<file path="config.mk">
export PLATFORM = sky130hd
export DESIGN_NAME = sd_spi_cmd_engine
export DESIGN_NICKNAME = d
export VERILOG_FILES = /design/src/rtl/sd_spi_cmd_engine.sv
export SDC_FILE = /design/constraint.sdc
export NUM_CORES = 1
export LEC_CHECK = 0
export ABC_AREA = 1
export CAP_MARGIN = 20
export CORE_MARGIN = 5
export CORE_UTILIZATION = 30
export DETAILED_ROUTE_END_ITERATION = 12
export PLACE_DENSITY = 0.6
export SLEW_MARGIN = 0
export SYNTH_ARGS = -nofsm -noshare
export SYNTH_HDL_FRONTEND = slang
export SYNTH_SLANG_ARGS = --single-unit
</file>
<file path="constraint.sdc">
create_clock -name CLOCK50 -period 6.4 [get_ports CLOCK50]
set_input_delay 0.96 -clock CLOCK50 [delete_from_list [all_inputs] [get_ports CLOCK50]]
set_output_delay 0.96 -clock CLOCK50 [all_outputs]
set_load 0.005 [all_outputs]
</file>
<file path="src/rtl/sd_spi_cmd_engine.sv">
// SD-card SPI command engine: power-up dummy clocks, CRC7-framed commands, R1 polling
// with timeout and an optional 4-byte R3/R7 tail. Everything runs on CLOCK50 with clock enables.
`timescale 1ns/1ps
module sd_spi_cmd_engine #(
    parameter int DIV_W        = 8,
    parameter int CLK_DIV_SLOW = 125,
    parameter int CLK_DIV_FAST = 2,
    parameter int INIT_BYTES   = 10,
    parameter int RESP_TIMEOUT = 8
) (
    input  logic        CLOCK50,
    input  logic        RESET,
    input  logic        FAST,
    input  logic        INIT_STB,
    input  logic        CMD_STB,
    input  logic [5:0]  CMD_INDEX,
    input  logic [31:0] CMD_ARG,
    input  logic        CMD_LONG,
    output logic        CMD_ACK,
    output logic        BUSY,
    output logic        RES_STB,
    output logic [7:0]  RES_R1,
    output logic [31:0] RES_DATA,
    output logic        RES_TIMEOUT,
    output logic        MOSI,
    input  logic        MISO,
    output logic        SCLK,
    output logic        CS
);

    localparam logic [2:0] IDLE  = 3'd0;
    localparam logic [2:0] DUMMY = 3'd1;
    localparam logic [2:0] SETUP = 3'd2;
    localparam logic [2:0] SEND  = 3'd3;
    localparam logic [2:0] POLL  = 3'd4;
    localparam logic [2:0] EXT   = 3'd5;
    localparam logic [2:0] TRAIL = 3'd6;
    localparam logic [2:0] DONE  = 3'd7;

    localparam logic [7:0] INIT_LAST = 8'(INIT_BYTES - 1);
    localparam logic [7:0] POLL_LAST = 8'(RESP_TIMEOUT - 1);

    logic [2:0]       state;
    logic [DIV_W-1:0] div_q;
    logic [DIV_W-1:0] div_cnt;
    logic [2:0]       bit_cnt;
    logic [7:0]       byte_cnt;
    logic [5:0]       index_q;
    logic [31:0]      arg_q;
    logic             long_q;
    logic [7:0]       tx_sh;
    logic [7:0]       rx_sh;
    logic [7:0]       r1_w;
    logic [31:0]      data_w;
    logic             timeout_w;

    logic             shifting;
    logic             tick;
    logic [47:0]      frame;
    logic [2:0]       next_idx;
    logic [7:0]       next_tx;
    logic [DIV_W-1:0] div_sel;

    // CRC7, polynomial x^7+x^3+1, zero init, message MSB first.
    function automatic logic [6:0] crc7(input logic [39:0] msg);
        logic [6:0] c;
        logic       fb;
        // NOTE: blocking assignments here are intentional; each loop step must see the previous one's result.
        c = '0;
        for (int i = 39; i >= 0; i--) begin
            fb = msg[i] ^ c[6];
            c  = {c[5:0], 1'b0} ^ (fb ? 7'h09 : 7'h00);
        end
        return c;
    endfunction

    always_comb begin
        // NOTE: next_tx gets a default before the conditional so no latch is inferred.
        next_tx  = 8'hFF;
        shifting = (state != IDLE) && (state != DONE);
        tick     = shifting && (div_cnt == div_q - DIV_W'(1));
        frame    = {2'b01, index_q, arg_q, crc7({2'b01, index_q, arg_q}), 1'b1};
        next_idx = byte_cnt[2:0] + 3'd1;
        div_sel  = FAST ? DIV_W'(CLK_DIV_FAST) : DIV_W'(CLK_DIV_SLOW);
        if (state == SEND && byte_cnt < 8'd5)
            next_tx = frame[{3'd5 - next_idx, 3'b000} +: 8];
    end

    always_ff @(posedge CLOCK50) begin
        if (RESET) begin
            state       <= IDLE;
            div_q       <= DIV_W'(CLK_DIV_SLOW);
            div_cnt     <= '0;
            bit_cnt     <= '0;
            byte_cnt    <= '0;
            index_q     <= '0;
            arg_q       <= '0;
            long_q      <= 1'b0;
            tx_sh       <= 8'hFF;
            rx_sh       <= 8'hFF;
            r1_w        <= 8'hFF;
            data_w      <= '0;
            timeout_w   <= 1'b0;
            CMD_ACK     <= 1'b0;
            BUSY        <= 1'b0;
            RES_STB     <= 1'b0;
            RES_R1      <= 8'hFF;
            RES_DATA    <= '0;
            RES_TIMEOUT <= 1'b0;
            MOSI        <= 1'b1;
            SCLK        <= 1'b0;
            CS          <= 1'b1;
        end else begin
            CMD_ACK <= 1'b0;
            RES_STB <= 1'b0;
            div_cnt <= (shifting && !tick) ? div_cnt + DIV_W'(1) : '0;

            case (state)
                IDLE: begin
                    bit_cnt  <= '0;
                    byte_cnt <= '0;
                    if (INIT_STB) begin
                        state <= DUMMY;
                        BUSY  <= 1'b1;
                        div_q <= div_sel;
                        MOSI  <= 1'b1;
                        tx_sh <= 8'hFF;
                    end else if (CMD_STB) begin
                        state     <= SETUP;
                        CMD_ACK   <= 1'b1;
                        BUSY      <= 1'b1;
                        div_q     <= div_sel;
                        index_q   <= CMD_INDEX;
                        arg_q     <= CMD_ARG;
                        long_q    <= CMD_LONG;
                        data_w    <= '0;
                        timeout_w <= 1'b0;
                        r1_w      <= 8'hFF;
                        CS        <= 1'b0;
                        // Byte 0 is {01, index}: its first bit is always 0.
                        MOSI      <= 1'b0;
                        tx_sh     <= {1'b1, CMD_INDEX, 1'b1};
                    end
                end

                DONE: begin
                    state       <= IDLE;
                    RES_STB     <= 1'b1;
                    BUSY        <= 1'b0;
                    RES_R1      <= r1_w;
                    RES_DATA    <= data_w;
                    RES_TIMEOUT <= timeout_w;
                end

                default: begin
                    if (tick && !SCLK) begin
                        SCLK  <= 1'b1;
                        rx_sh <= {rx_sh[6:0], MISO};
                        if (state == SETUP)
                            state <= SEND;
                    end else if (tick) begin
                        SCLK <= 1'b0;
                        if (bit_cnt != 3'd7) begin
                            bit_cnt <= bit_cnt + 3'd1;
                            MOSI    <= tx_sh[7];
                            tx_sh   <= {tx_sh[6:0], 1'b1};
                        end else begin
                            // Byte boundary: start the next byte immediately, no SCLK gap.
                            bit_cnt  <= '0;
                            MOSI     <= next_tx[7];
                            tx_sh    <= {next_tx[6:0], 1'b1};
                            byte_cnt <= byte_cnt + 8'd1;
                            case (state)
                                DUMMY: begin
                                    if (byte_cnt == INIT_LAST) begin
                                        state <= IDLE;
                                        BUSY  <= 1'b0;
                                    end
                                end
                                SEND: begin
                                    if (byte_cnt == 8'd5) begin
                                        state    <= POLL;
                                        byte_cnt <= '0;
                                    end
                                end
                                POLL: begin
                                    if (!rx_sh[7]) begin
                                        r1_w     <= rx_sh;
                                        state    <= long_q ? EXT : TRAIL;
                                        byte_cnt <= '0;
                                    end else if (byte_cnt == POLL_LAST) begin
                                        r1_w      <= 8'hFF;
                                        timeout_w <= 1'b1;
                                        state     <= TRAIL;
                                    end
                                end
                                EXT: begin
                                    data_w <= {data_w[23:0], rx_sh};
                                    if (byte_cnt == 8'd3)
                                        state <= TRAIL;
                                end
                                TRAIL: begin
                                    CS    <= 1'b1;
                                    state <= DONE;
                                end
                                default: state <= IDLE;
                            endcase
                        end
                    end
                end
            endcase
        end
    end

endmodule

</file>
==> results.md <==
- The flow ran to the end, and the final reports show no timing, DRC or antenna violations.
- Data arrives at the worst endpoint at between 3000 and 4000 ps.
- The number of nets in the synthesized netlist is about 1.2k.
- The count of buffer and inverter cells on the critical path is 6.
- The clock passes through at most 2 buffers.
- The design draws approximately 0.0053 W.
- In this run the horizontal extent of the chip is 177 um.
- The length of routed met2 wiring is between 9 and 10 mm.
- The pre-antenna-repair detailed-routing pass consisted of 5 iterations.
- The total number of H-tree levels is 4.
- The critical path goes through nor2_2 -> nand2_2 -> inv_2 -> nor2_1 -> inv_1 -> nor2_1 -> inv_1 -> nor2_1 -> inv_2 -> nand2_2 -> nor2_4 -> inv_2 -> nor3_2 -> inv_1 -> nor3_2 -> nand2_1 -> or2_0 -> a21oi_1.
- The total setup violations reported at the end of the flow is 0.
- The total area of multi-input combinational cells is about 0.0044 mm2.
- The first global-routing pass estimated 36.8 mm of wire.
- For this run, the number of Yosys warnings is 0.
- The clock network latency to the later pin of the worst-skew pair is 420 ps.
- Dividing total power by cell area gives a power density of a little over 500 mW/mm2.
- In this run, CTS created clock tree buffers numbering 17.
- The slew at the pin closest to its max-slew limit is approximately 930 ps.
- The floorplan has 61 rows.
- STA classifies the critical path endpoint as a register.
- A synthesized cell averages around 7.0 um2.
- In the final layout, the share of cells above drive strength 1 is about 11%.
- The post-synthesis register bit count is 166.
- The aggregate routed wire length is roughly 22 mm.
- The max-slew headroom at the worst pin is a little under two fifths.
- The worst-path maximum fanout is 37.
- The synthesized instance count is approximately 1.2k.
- The average vias per placed instance is approximately 4.7.
- Setup repair after global routing left no endpoint under its margin.
- STA classifies the critical path startpoint as a register.
- The detailed router put a total of approximately 11 mm of wire on met1.
- The post-CTS clock slew at the launch and capture registers of the worst setup and hold paths is 70 ps.
- The pre-CTS worst setup slack is around 3000 ps.
- The aggregate negative setup slack is 0 ps.
- In this run, the number of DRC markers left after iteration 0 of detailed routing was approximately 540.
- The final core area utilization is a little under two fifths.
- The cell leakage power is about 4.3 nW.
- The netlist area before placement is around 0.0083 mm2.
- For this run, design rule violations remaining after detail routing come to 0.
- The total number of nets in the final design is 1314.
- Routability-driven placement finished with a final weighted congestion of about 0.84.
- Detailed routing inserted a total of 7777 vias.
- The placed wire-length estimate after detailed placement is roughly 16 mm.
- The number of buffers inserted by post-CTS setup repair is 0.
- The number of global-route vias before repair came to 7338.
- Across every metal layer, demand over resource in global routing totals 14.3%.
- The number of antenna violations at the first check in global routing was 2.
- The number of buffers inserted by port buffering is a little over 90.
- The sequential share of the synthesized area is approximately 40%.
- The sum of overflow across all layers after global routing is 0.
- The highest cell delay on the worst timing path is roughly 470 ps.
- The critical path is of the register to register type.
- The cell sitting at the root of the clock tree is a clkbuf_16.
- The number of hold violations in the final report is 0.
- The number of unique standard cell types used by synthesis is 42.
- The area used by sequential logic in the layout is roughly 0.0033 mm2.
- The average wire per standard cell is between 10 and 15 um.
- The highest metal layer with signal wires is met5.
- The number of max-cap violations is 0.
- TritonCTS built the clock tree.
- After clock tree synthesis, the repair step resized 0 gates.
- The floorplan step set the die height to between 150 and 200 um.
- The placeable core area is 0.0276 mm2.
- The post-route minimum period is 3240 ps.
- The number of routed nets with antenna violations is 0.
- For this configuration, the core starts out at a cell density of 30.2%.
- The cell family contributing the most delay on the critical path is simple AND/OR/NAND/NOR gates.
- In this run the worst hold path is classified as register to register.
- The tree built by TritonCTS fans out to 166 sinks.
- Of the available clock period, the critical path in the final layout requires slightly above 50%.
- Hold repair after CTS inserted 0 buffers.
- The maximum vdd ir drop is 0.000288 V.
- Entering global routing, the biggest net connects 65 pins.
- The setup slack of the critical path after layout is about 3200 ps.
- The number of filler cells placed in the layout is 2932.
- For this design, the slowest cell found on the critical path is nand2_2.
- The endpoint required time on the critical path is between 6000 and 7000 ps.
- The layout overhead on the synthesized area is 21.9%.
- The max-slew violation count is 0.
- Clock skew on the completed layout was measured at 20.8 ps.
- The highest achievable clock rate is just over 0.3 GHz.
- The wire length on met3 is approximately 1.0 mm.
- The die covers 0.0313 mm2.
- During I/O placement, the number of pins put on the boundary was ~90.
-- Yosys cell counts (all sizes together) --
library cell    n  area, um2
nand2         313       1380
dfxtp         166       3320
nor2          128        495
inv           114        428
o21ai         111        556
a21oi         101        505
nand3          73        423
clkbuf         42        158
nand3b         33        248
o211ai         21        158
nor3           11       65.1
buf            10       46.3
xor2           10       87.6
a211oi          9       67.6
ha              9        113
xnor2           9       78.8
a31oi           5       31.3
nor3b           5       37.5
nand4           4       25.0
or2             4       25.0
clkinv          3       12.5
nor4            3       18.8
o22ai           2       12.5
a221oi          1       8.76
a22oi           1       7.51
a41oi           1       8.76
and2            1       6.26
o2111ai         1       8.76
o211a           1       10.0
o41ai           1       8.76
-- final cells by class --
cell class,instances,share of cell area [%]
diodes,1,0.0246
inverters,117,4.33
repair buffers,100,9.76
clock inverters,12,1.16
flip-flops and latches,166,32.7
clock buffers,19,4.25
well taps,378,4.65
multi-input cells,858,43.2
-- final timing paths --
path	startpoint	to	slack, ps	cells past startpoint
min reg2reg	RES_R1[6]$_SDFFE_PP1P_	RES_R1[6]$_SDFFE_PP1P_	460	2
max	state[0]$_SDFFE_PP0P_	byte_cnt[7]$_SDFFE_PP0P_	3160	18
max reg2reg	state[0]$_SDFFE_PP0P_	byte_cnt[7]$_SDFFE_PP0P_	3160	18
min	RES_R1[6]$_SDFFE_PP1P_	RES_R1[6]$_SDFFE_PP1P_	460	2
-- sequential cells by signal, indices dropped and copies added, names as in the netlist --
register	count
RES_DATA	32
arg_q	32
data_w	32
RES_R1	8
byte_cnt	8
div_cnt	8
r1_w	8
rx_sh	8
tx_sh	7
index_q	6
bit_cnt	3
state	3
div_q	2
BUSY	1
CMD_ACK	1
CS	1
MOSI	1
RES_STB	1
RES_TIMEOUT	1
SCLK	1
long_q	1
timeout_w	1
-- metal layers --
metal | vias to the layer above | track usage [%]
met2 | 154 | 22.6
li1 | 4040 | -
met5 | - | 0
met1 | 3563 | 20.0
met3 | 18 | 3.40
met4 | 2 | 3.06
-- stage by stage --
| stage | std cells | hold WS (ps) | area [um2] |
|---|---|---|---|
| 2_1_floorplan | 1193 | 430 | 8350 |
| 3_3_place_gp | 1618 | 442 | 9590 |
| 3_5_place_dp | 1619 | 446 | 9620 |
| 4_1_cts | 1650 | 471 | 10200 |
| 5_1_grt | 1651 | 495 | 10200 |
| 6_report | 1651 | 464 | 10200 |
-- power breakdown --
part           switching [W]  total [W]  internal (W)
logic                0.00200    0.00302       0.00102
registers           0.000105    0.00127       0.00117
clock network       0.000445   0.000986      0.000541
-- cells by family after synthesis --
logic type | Yosys count | synth area share [%]
flip-flops | 166 | 39.8
AO/OA/AOI/OAI | 255 | 16.6
buffers and inverters | 169 | 7.72
AND/OR/NAND/NOR | 575 | 32.6
XOR/XNOR | 19 | 1.99
adder cells (fa/ha/maj) | 9 | 1.35
-- cells in the final DEF (no fill, tap or decap), types with 10 or more instances in the layout --
cell / netlist / final
o211ai_1: 21 / 21
nand3_1: 63 / 63
inv_2: 21 / 22
nor2_1: 124 / 124
nand2_4: 12 / 12
o21ai_0: 104 / 104
clkdlybuf4s50_1: 0 / 90
nand3b_1: 33 / 33
clkbuf_16: 0 / 17
dfxtp_1: 166 / 166
nand2_2: 44 / 44
nand2_1: 257 / 257
xor2_1: 10 / 10
inv_1: 93 / 92
a21oi_1: 101 / 101
-- worst register-to-register path, cell delays in order (launching register included) --
cell and delay, ps:
dfxtp_1 350, nor2_2 230, nand2_2 470, inv_2 340, nor2_1 80, inv_1 90, nor2_1 50, inv_1 80
nor2_1 60, inv_2 110, nand2_2 130, nor2_4 250, inv_2 140, nor3_2 160, inv_1 90, nor3_2 140
nand2_1 90, or2_0 200, a21oi_1 120
Power figures use the tool's default switching activity.
